<file path="src/rtl/rns_rev_21_31_32_if.sv">
// Handshake bundle for the {21,31,32} RNS-to-binary converter.
// The master drives the residue triple and out_ready; the slave is the converter.
interface rns_rev_21_31_32_if;
  logic        in_valid;
  logic        in_ready;
  logic [4:0]  r21;
  logic [4:0]  r31;
  logic [4:0]  r32;
  logic        out_valid;
  logic        out_ready;
  logic [14:0] x;
  logic        err;

  modport master (
    output in_valid, r21, r31, r32, out_ready,
    input  in_ready, out_valid, x, err
  );

  modport slave (
    input  in_valid, r21, r31, r32, out_ready,
    output in_ready, out_valid, x, err
  );
endinterface

</file>
<file path="src/rtl/rns_rev_21_31_32.sv">
// Sequential mixed-radix reverse converter for moduli {21,31,32}:
// X = v1 + 21*v2 + 651*v3, one digit per cycle, result held until accepted.
module rns_rev_21_31_32 (
  input  logic                   clk,
  input  logic                   rst,
  rns_rev_21_31_32_if.slave      bus,
  output logic [2:0]             dbg_state
);

  // Handshake: a triple transfers on a rising edge with in_valid & in_ready;
  // a result transfers on a rising edge with out_valid & out_ready, and x/err
  // stay stable while out_valid is high and out_ready is low.
  typedef enum logic [2:0] {
    S_IDLE = 3'd0,
    S_V2   = 3'd1,
    S_V3   = 3'd2,
    S_SUM  = 3'd3,
    S_DONE = 3'd4
  } state_t;

  state_t      state_q, state_d;
  logic [4:0]  r21_q, r21_d;
  logic [4:0]  r31_q, r31_d;
  logic [4:0]  r32_q, r32_d;
  logic        err_in_q, err_in_d;
  logic [4:0]  v2_q, v2_d;
  logic [4:0]  v3_q, v3_d;
  logic [14:0] x_q, x_d;
  logic        err_q, err_d;
  logic        out_valid_q, out_valid_d;

  logic [6:0]  d_raw, d_red;
  logic [7:0]  t3, t_1;
  logic [4:0]  v2_calc, diff, v3_calc;
  logic [14:0] v1w, v2w, v3w, x_sum;

  always_ff @(posedge clk) begin
    if (rst) state_q <= S_IDLE;
    else     state_q <= state_d;
  end

  always_comb begin
    state_d = state_q;
    case (state_q)
      S_IDLE:  if (bus.in_valid) state_d = S_V2;
      S_V2:    state_d = S_V3;
      S_V3:    state_d = S_SUM;
      S_SUM:   state_d = S_DONE;
      S_DONE:  if (bus.out_ready) state_d = S_IDLE;
      default: state_d = S_IDLE;
    endcase
  end

  always_comb begin
    bus.in_ready  = (state_q == S_IDLE) && !rst;
    bus.out_valid = out_valid_q;
    bus.x         = x_q;
    bus.err       = err_q;
    dbg_state     = state_q;
  end

  // v1 is the captured r21; v2 is (r31 - v1) * 21^-1 mod 31 with 21^-1 = 3.
  always_comb begin
    d_raw   = 7'(r31_q) + 7'd31 - 7'(r21_q);
    d_red   = (d_raw >= 7'd31) ? d_raw - 7'd31 : d_raw;
    t3      = {d_red, 1'b0} + {1'b0, d_red};
    t_1     = (t3 >= 8'd31) ? t3 - 8'd31 : t3;
    v2_calc = (t_1 >= 8'd31) ? t_1[4:0] - 5'd31 : t_1[4:0];
    diff    = r32_q - r21_q;
    v3_calc = {diff[3:0], 1'b0} + diff + v2_q;
    v1w     = {10'd0, r21_q};
    v2w     = {10'd0, v2_q};
    v3w     = {10'd0, v3_q};
    x_sum   = v1w + (v2w << 4) + (v2w << 2) + v2w
            + (v3w << 9) + (v3w << 7) + (v3w << 3) + (v3w << 1) + v3w;
  end

  always_comb begin
    r21_d       = r21_q;
    r31_d       = r31_q;
    r32_d       = r32_q;
    err_in_d    = err_in_q;
    v2_d        = v2_q;
    v3_d        = v3_q;
    x_d         = x_q;
    err_d       = err_q;
    out_valid_d = out_valid_q;
    case (state_q)
      S_IDLE: begin
        if (bus.in_valid) begin
          r21_d    = bus.r21;
          r31_d    = bus.r31;
          r32_d    = bus.r32;
          err_in_d = (bus.r21 > 5'd20) || (bus.r31 == 5'd31);
        end
      end
      S_V2: v2_d = v2_calc;
      S_V3: v3_d = v3_calc;
      S_SUM: begin
        x_d         = err_in_q ? 15'd0 : x_sum;
        err_d       = err_in_q;
        out_valid_d = 1'b1;
      end
      S_DONE: if (bus.out_ready) out_valid_d = 1'b0;
      default: ;
    endcase
  end

  always_ff @(posedge clk) begin
    if (rst) begin
      r21_q       <= 5'd0;
      r31_q       <= 5'd0;
      r32_q       <= 5'd0;
      err_in_q    <= 1'b0;
      v2_q        <= 5'd0;
      v3_q        <= 5'd0;
      x_q         <= 15'd0;
      err_q       <= 1'b0;
      out_valid_q <= 1'b0;
    end else begin
      r21_q       <= r21_d;
      r31_q       <= r31_d;
      r32_q       <= r32_d;
      err_in_q    <= err_in_d;
      v2_q        <= v2_d;
      v3_q        <= v3_d;
      x_q         <= x_d;
      err_q       <= err_d;
      out_valid_q <= out_valid_d;
    end
  end

endmodule

</file>
<file path="src/flat_wrapper.sv">
// flat-port wrapper written by rule: the top's interface ports become plain ports
module rns_rev_21_31_32_flat 
  (clk, rst, dbg_state, bus_in_valid, bus_r21, bus_r31, bus_r32, bus_out_ready, bus_in_ready, bus_out_valid, bus_x, bus_err);
  rns_rev_21_31_32_if bus_i ();
  input  logic clk;
  input  logic rst;
  output logic [2:0] dbg_state;
  input wire logic [$bits(bus_i.in_valid)-1:0] bus_in_valid;
  input wire logic [$bits(bus_i.r21)-1:0] bus_r21;
  input wire logic [$bits(bus_i.r31)-1:0] bus_r31;
  input wire logic [$bits(bus_i.r32)-1:0] bus_r32;
  input wire logic [$bits(bus_i.out_ready)-1:0] bus_out_ready;
  output wire logic [$bits(bus_i.in_ready)-1:0] bus_in_ready;
  output wire logic [$bits(bus_i.out_valid)-1:0] bus_out_valid;
  output wire logic [$bits(bus_i.x)-1:0] bus_x;
  output wire logic [$bits(bus_i.err)-1:0] bus_err;
  assign bus_i.in_valid = bus_in_valid;
  assign bus_i.r21 = bus_r21;
  assign bus_i.r31 = bus_r31;
  assign bus_i.r32 = bus_r32;
  assign bus_i.out_ready = bus_out_ready;
  assign bus_in_ready = bus_i.in_ready;
  assign bus_out_valid = bus_i.out_valid;
  assign bus_x = bus_i.x;
  assign bus_err = bus_i.err;
  rns_rev_21_31_32 u_core (.clk(clk), .rst(rst), .bus(bus_i), .dbg_state(dbg_state));
endmodule
</file>
<file path="config.mk">
export PLATFORM = sky130hd
export DESIGN_NAME = rns_rev_21_31_32_flat
export DESIGN_NICKNAME = d
export VERILOG_FILES = /design/src/rtl/rns_rev_21_31_32_if.sv /design/src/rtl/rns_rev_21_31_32.sv /design/src/flat_wrapper.sv
export SDC_FILE = /design/constraint.sdc
export NUM_CORES = 1
export LEC_CHECK = 0
export ABC_CLOCK_PERIOD_IN_PS = 7900
export CAP_MARGIN = 25
export CORE_ASPECT_RATIO = 1.25
export CORE_MARGIN = 10
export CORE_UTILIZATION = 30
export DETAILED_ROUTE_END_ITERATION = 8
export SLEW_MARGIN = 20
export SYNTH_ARGS = -nofsm -noshare
export SYNTH_HDL_FRONTEND = slang
export SYNTH_SLANG_ARGS = --single-unit
</file>
<file path="constraint.sdc">
create_clock -name clk -period 7.9 [get_ports clk]
set_input_delay 1.975 -clock clk [delete_from_list [all_inputs] [get_ports clk]]
set_output_delay 1.975 -clock clk [all_outputs]
set_load 0.02 [all_outputs]
</file>
# Yosys cells after proc, flatten, opt, wreduce, memory -nomap -nowiden

Index checks and enable logic that the tools add are counted.

Register bits: 46

Add/subtract/negate cells: 17
Order comparisons: 4
Equality and inequality tests: 7
Mux-type cells: 9
Reductions and logical operators: 8

Operators by type and width:

| cell                                                  | count |
|---|---|
| adder 15 x 5 -> 15 bit                                | 2 |
| >= comparator 8 x 5 -> 1 bit (second input constant)  | 2 |
| adder 15 x 12 -> 15 bit                               | 1 |
| adder 15 x 14 -> 15 bit                               | 1 |
| adder 15 x 6 -> 15 bit                                | 1 |
| adder 15 x 7 -> 15 bit                                | 1 |
| adder 15 x 8 -> 15 bit                                | 1 |
| two-way mux 15 bit                                    | 1 |
| one-hot mux 3 bit (5 select lines)                    | 1 |
| adder 5 bit                                           | 2 |
| adder 5 x 9 -> 10 bit                                 | 1 |
| adder 8 x 7 -> 8 bit                                  | 1 |
| two-way mux 8 bit                                     | 1 |
| subtractor 8 x 5 -> 8 bit (second input constant)     | 1 |
| >= comparator 7 x 5 -> 1 bit (second input constant)  | 1 |
| two-way mux 7 bit                                     | 1 |
| subtractor 7 x 5 -> 7 bit                             | 1 |
| subtractor 7 x 5 -> 7 bit (second input constant)     | 1 |
| adder 5 x 5 -> 6 bit (second input constant)          | 1 |
| equality test 3 x 2 -> 1 bit (second input constant)  | 2 |
| two-way mux 3 bit                                     | 2 |
| AND reduction 2 bit                                   | 3 |
| equality test 5 bit (second input constant)           | 1 |
| greater-than comparator 5 bit (second input constant) | 1 |
| 13 further kinds                                      | 14 |

# Logic depth before layout (Yosys ltp)

Depth after elaboration: 9
Gate-level depth with buffers: 28
Gate-level depth less buffers: 28

# Least setup slack after synthesis

No wires, ideal clock.

Path type: flip-flop to flip-flop
Start point: register u_core.r31_q[1]
End point: register u_core.v2_q[1]
Setup time: 160 ps
Arrival: 5826 ps
Required time: 7740 ps
Setup slack: 1914 ps
Stages on the path, launching flop included: 26
Path buffers: 0
Cells stage by stage: dfxtp_1 -> or3_1 -> xnor2_1 -> ha_1 -> and2_4 -> a221o_1 -> or3_4 -> a22oi_4 -> mux2_2 -> ha_1 -> inv_1 -> fa_1 -> nor2b_1 -> mux2i_1 -> a2111oi_0 -> a31o_1 -> nor3_1 -> nand3_1 -> nor3_2 -> mux2_2 -> ha_1 -> a2111oi_0 -> a31oi_1 -> o21ai_2 -> mux2i_1 -> a211oi_1

Longest elaborated chain between the ends: 9
Elaborated cells between the ends (all ways): 12
Those cells by class: 6 x add/sub; 3 x order compare; 3 x mux

RTL lines:

| item                                                                      | line                    | text |
|---|---|---|
| start: declaration                                                        | rns_rev_21_31_32.sv:23  | `logic [4:0] r31_q, r31_d;` |
| start signal: assignment                                                  | rns_rev_21_31_32.sv:122 | `r31_q <= r31_d;` |
| adder 5 x 5 -> 6 bit *                                                    | rns_rev_21_31_32.sv:64  | `d_raw = 7'(r31_q) + 7'd31 - 7'(r21_q);` |
| subtractor 7 x 5 -> 7 bit *                                               | rns_rev_21_31_32.sv:64  |  |
| subtractor 7 x 5 -> 7 bit or >= comparator 7 x 5 -> 1 bit (tied branches) | rns_rev_21_31_32.sv:65  | `d_red = (d_raw >= 7'd31) ? d_raw - 7'd31 : d_raw;` |
| two-way mux 7 bit *                                                       | rns_rev_21_31_32.sv:65  |  |
| adder 8 x 7 -> 8 bit *                                                    | rns_rev_21_31_32.sv:66  | `t3 = {d_red, 1'b0} + {1'b0, d_red};` |
| subtractor 8 x 5 -> 8 bit or >= comparator 8 x 5 -> 1 bit (tied branches) | rns_rev_21_31_32.sv:67  | `t_1 = (t3 >= 8'd31) ? t3 - 8'd31 : t3;` |
| two-way mux 8 bit *                                                       | rns_rev_21_31_32.sv:67  |  |
| >= comparator 8 x 5 -> 1 bit or subtractor 5 bit (tied branches)          | rns_rev_21_31_32.sv:68  | `v2_calc = (t_1 >= 8'd31) ? t_1[4:0] - 5'd31 : t_1[4:0];` |
| two-way mux 5 bit *                                                       | rns_rev_21_31_32.sv:68  |  |
| end signal: assignment                                                    | rns_rev_21_31_32.sv:125 | `v2_q <= v2_d;` |
| end: declaration                                                          | rns_rev_21_31_32.sv:26  | `logic [4:0] v2_q, v2_d;` |

Every way passes the cells marked *; elsewhere a longest branch is shown, timed or not.
A chain may end at the register's enable or synchronous reset.

# Worst setup path in the final report

Same ends and word-level chain as after synthesis.

==> results list <==
- The run finished with clean final reports.
- Setup repair after global routing left no endpoint under its margin.
- Using the TritonRoute via totals, the vias-per-cell ratio works out to 5.047.
- Number of port buffers: 39
- Multiplexer area fraction after synthesis: 1.768%
- Floorplan row count: 50
- Total Negative Setup Slacks: 0 ns
* Initial DRC Count: 210
* Proportion of register bits with asynchronous set or reset after synthesis: 0%
- Sum of net half-perimeters after detailed placement: 8754 um
- At the end of routability-driven placement, the weighted congestion stood at 0.8811.
- After clock tree synthesis, the clock-pin slew on the worst setup and hold paths is 0.07 ns.
* Layout cells sized above 1: 6.261%
- Residual antenna-violating net count after detailed routing: 0
- The placed instances occupy a cell area of 5266 um2.
- Summing the areas of all compound-gate instances in the mapped netlist gives 20.18% of the synthesized area.
* Hold Fails Final Rpt: 0
- The number of nets handed over by synthesis was 647.
- Maximum clock skew at final layout: 0.006617 ns
- Maximum number of pins on one net before global-route repair: 47
* Path category of the worst min-delay check: reg2reg
- Post-Route WL: 10850 um
- Among cell families on the critical path, the largest total delay comes from simple AND/OR/NAND/NOR gates.
* Post-cts gate resize count: 0
* Core footprint: 15140 um2
- Most common cell on crit path: sky130_fd_sc_hd__ha_1
* Synthesized-area fraction occupied by xor and xnor cells: 9.753%
- Final cell area excluding filler cells: 5421 um2
- Number of CTS-inserted buffers: 5
* Initial core utilization: 30.84%
* Grt ovf: 0
- Counting both buffers and inverters, the worst setup path holds a total of 1.
- Transition time of the tightest slew-check pin: 0.9296 ns
- In the finished design, the share of the clock period the worst path needs comes to 84.25%.
- The repair_antennas step left the layout with diodes totalling 0.
- Highest-count cells in the layout ignoring fill and taps: sky130_fd_sc_hd__ha_1 (57), sky130_fd_sc_hd__nand2_1 (52), sky130_fd_sc_hd__inv_1 (48), sky130_fd_sc_hd__a21oi_1 (47), sky130_fd_sc_hd__dfxtp_1 (46)
- Start point of the worst hold path: u_core.r32_q[0]$_SDFFE_PP0P_
* Number of detailed-routing iterations run before antenna repair: 5
* Number of top-level pins: 40
- Syn. warnings: 0
- The mapped netlist covers 4669 um2.
- The tree is rooted in a sky130_fd_sc_hd__clkbuf_16.
- The startpoint identified for the worst register-to-register timing path is u_core.r31_q[1]$_SDFFE_PP0P_.
- Summing the areas of all and, or, nand and nor instances in the mapped netlist gives 16.21% of the synthesized area.
- Combinational family with the most area after synthesis: adder cells
- Post-CTS repair timing setup buffer count: 0
- For the finished layout, the period the worst path requires is 6.656 ns.
- Register area share after synthesis: 19.72%
- The worst setup path is launched from a flip-flop.
- The net count of the finished layout is 677.
- The via count of the first global-routing pass was 3999.
- STA classifies the critical path endpoint as a flip-flop.
* Commonest non-fill, non-tap cell in the layout: sky130_fd_sc_hd__ha_1
* Max-cap violations: 0
* Die area: 20990 um2
- The later pin in the worst-skew pair is clocked with a latency of 0.29 ns.
* Distinct cells, synth: 72
* Worst setup path startpoint: u_core.r31_q[1]$_SDFFE_PP0P_
- Post-layout utilization of the core: 35.81%
- Of the total synthesized cell area, the portion taken by full adders, half adders and majority gates is 26.85%.
- The largest single stage delay on the critical path is 0.43 ns.
- Mapped Avg Cell Area: 8.584 um2
* Height of the die: 159.5 um
* Hold-fix buffer count after cts: 0
- Setup violations remaining at the end of the flow were counted as 0.
* Routed length per placed instance: 13.86 um
- Primary FF master, synth: sky130_fd_sc_hd__dfxtp_1
- In this run the number of H-tree levels came out at 2.
- For this block, the via count after detailed routing is 3952.
* Clock sink count: 46
* Category of the critical setup timing path: reg2reg
- Wire length of the first global-routing pass: 18370 um
* Cells after synthesis: 544
- The die is 131.6 um wide.
- The synthesized design contains 46 register bits.
- The clock passes through at most 2 buffers.
* Data required time of the critical path: 8.05 ns
- Relative to the synthesized area, the layout overhead comes to 16.10%.
* Post-route DRC violation count: 0
- Of all nets on the critical path, the largest fanout is 6.
- Relative max-transition margin: 37.58%
- Top achievable clock speed: 150.2 MHz
* CTS tree: yes
* Number of synthesized flops with an enable pin: 0
- Antenna violations before repair: 0
- Critical-path cell with the highest stage delay: sky130_fd_sc_hd__or3_1
- Final count of pins violating max slew: 0
- Global routing used 10.15% of the available tracks across all layers.
- At the worst endpoint, the arrival time is 6.81 ns.
## kinds of logic (layout without fill, tap and decap cells)
logic type               count (synthesis)  after routing
AND/OR/NAND/NOR                        157            157
AO/OA/AOI/OAI                          134            134
adder cells (fa/ha/maj)                 84             84
buffers and inverters                   68             99
XOR/XNOR                                47             47
flip-flops                              46             46
multiplexers                             8              8
## sequential cells by signal, summed over array words and instances, names as in the netlist
signal	count
u_core.bus.x	15
u_core.r21_q	5
u_core.r31_q	5
u_core.r32_q	5
u_core.v2_q	5
u_core.v3_q	5
u_core.dbg_state	3
u_core.bus.err	1
u_core.bus.out_valid	1
u_core.err_in_q	1
## cell usage after synthesis (all sizes together) (2+ instances only)
cell type / count / area, um2
a22oi: 9 / 81.33
o32ai: 2 / 17.52
fa: 27 / 540.5
xor2: 10 / 102.6
buf: 4 / 17.52
or3: 3 / 23.77
mux2i: 6 / 60.06
inv: 48 / 180.2
nor2: 45 / 168.9
o21ai: 12 / 67.56
nand3b: 5 / 37.54
a211o: 3 / 26.28
nand2b: 4 / 25.02
nor3b: 7 / 52.55
a21oi: 47 / 235.2
a21o: 8 / 61.31
nor3: 10 / 60.06
mux2: 2 / 22.52
a2111oi: 2 / 17.52
and3: 4 / 25.02
o21a: 2 / 15.01
nand3: 10 / 50.05
or2: 2 / 12.52
nor2b: 3 / 18.77
a221o: 2 / 20.02
nand2: 52 / 195.2
and2: 5 / 33.78
clkbuf: 16 / 60.06
o22ai: 3 / 25.02
xnor2: 36 / 330.3
o211a: 3 / 30.03
a211oi: 10 / 80.07
o21bai: 8 / 60.06
a31oi: 5 / 31.28
o31ai: 3 / 27.52
o211ai: 3 / 27.52
dfxtp: 46 / 920.9
ha: 57 / 713.2
nor4: 2 / 12.51
## final timing paths
| path | to | cells after the start | slack [ns] |
|---|---|---|---|
| min | u_core.r32_q[0]$_SDFFE_PP0P_ | 2 | 0.47 |
| max | u_core.v2_q[1]$_SDFFE_PP0N_ | 25 | 1.24 |
| min reg2reg | u_core.r32_q[0]$_SDFFE_PP0P_ | 2 | 0.47 |
| max reg2reg | u_core.v2_q[1]$_SDFFE_PP0N_ | 25 | 1.24 |
## cell type report
type                    count  area [um2]
fillers                  1612        9718
repair buffers             43       412.9
well taps                 208       260.3
flip-flops and latches     46       920.9
multi-input cells         430        3497
clock inverters             3       25.02
inverters                  48       180.2
clock buffers               5       125.1
## through the flow
| step | hold slack (ns) | cells | setup slack, ns |
|---|---|---|---|
| 4_1_cts | 0.4742 | 782 | 1.297 |
| 6_report | 0.4666 | 783 | 1.244 |
| 3_3_place_gp | 0.4564 | 774 | 1.559 |
| 5_1_grt | 0.5031 | 783 | 0.6460 |
| 3_5_place_dp | 0.4631 | 774 | 1.333 |
| 2_1_floorplan | 0.4363 | 544 | 1.914 |
## layer usage
metal | global-route usage [%] | wire (um)
met5 | 0 | 0
met4 | 2.888 | 184
met3 | 1.513 | 391
met2 | 19.31 | 5733
met1 | 11.26 | 4539
## worst min-delay path: stages (launching register included)
cell,delay [ns]
sky130_fd_sc_hd__dfxtp_1,0.32
sky130_fd_sc_hd__nand2_1,0.05
sky130_fd_sc_hd__a21oi_1,0.05
Power is not shown: default switching activity piles up to over one toggle a cycle in this logic, so the estimate is an artifact.
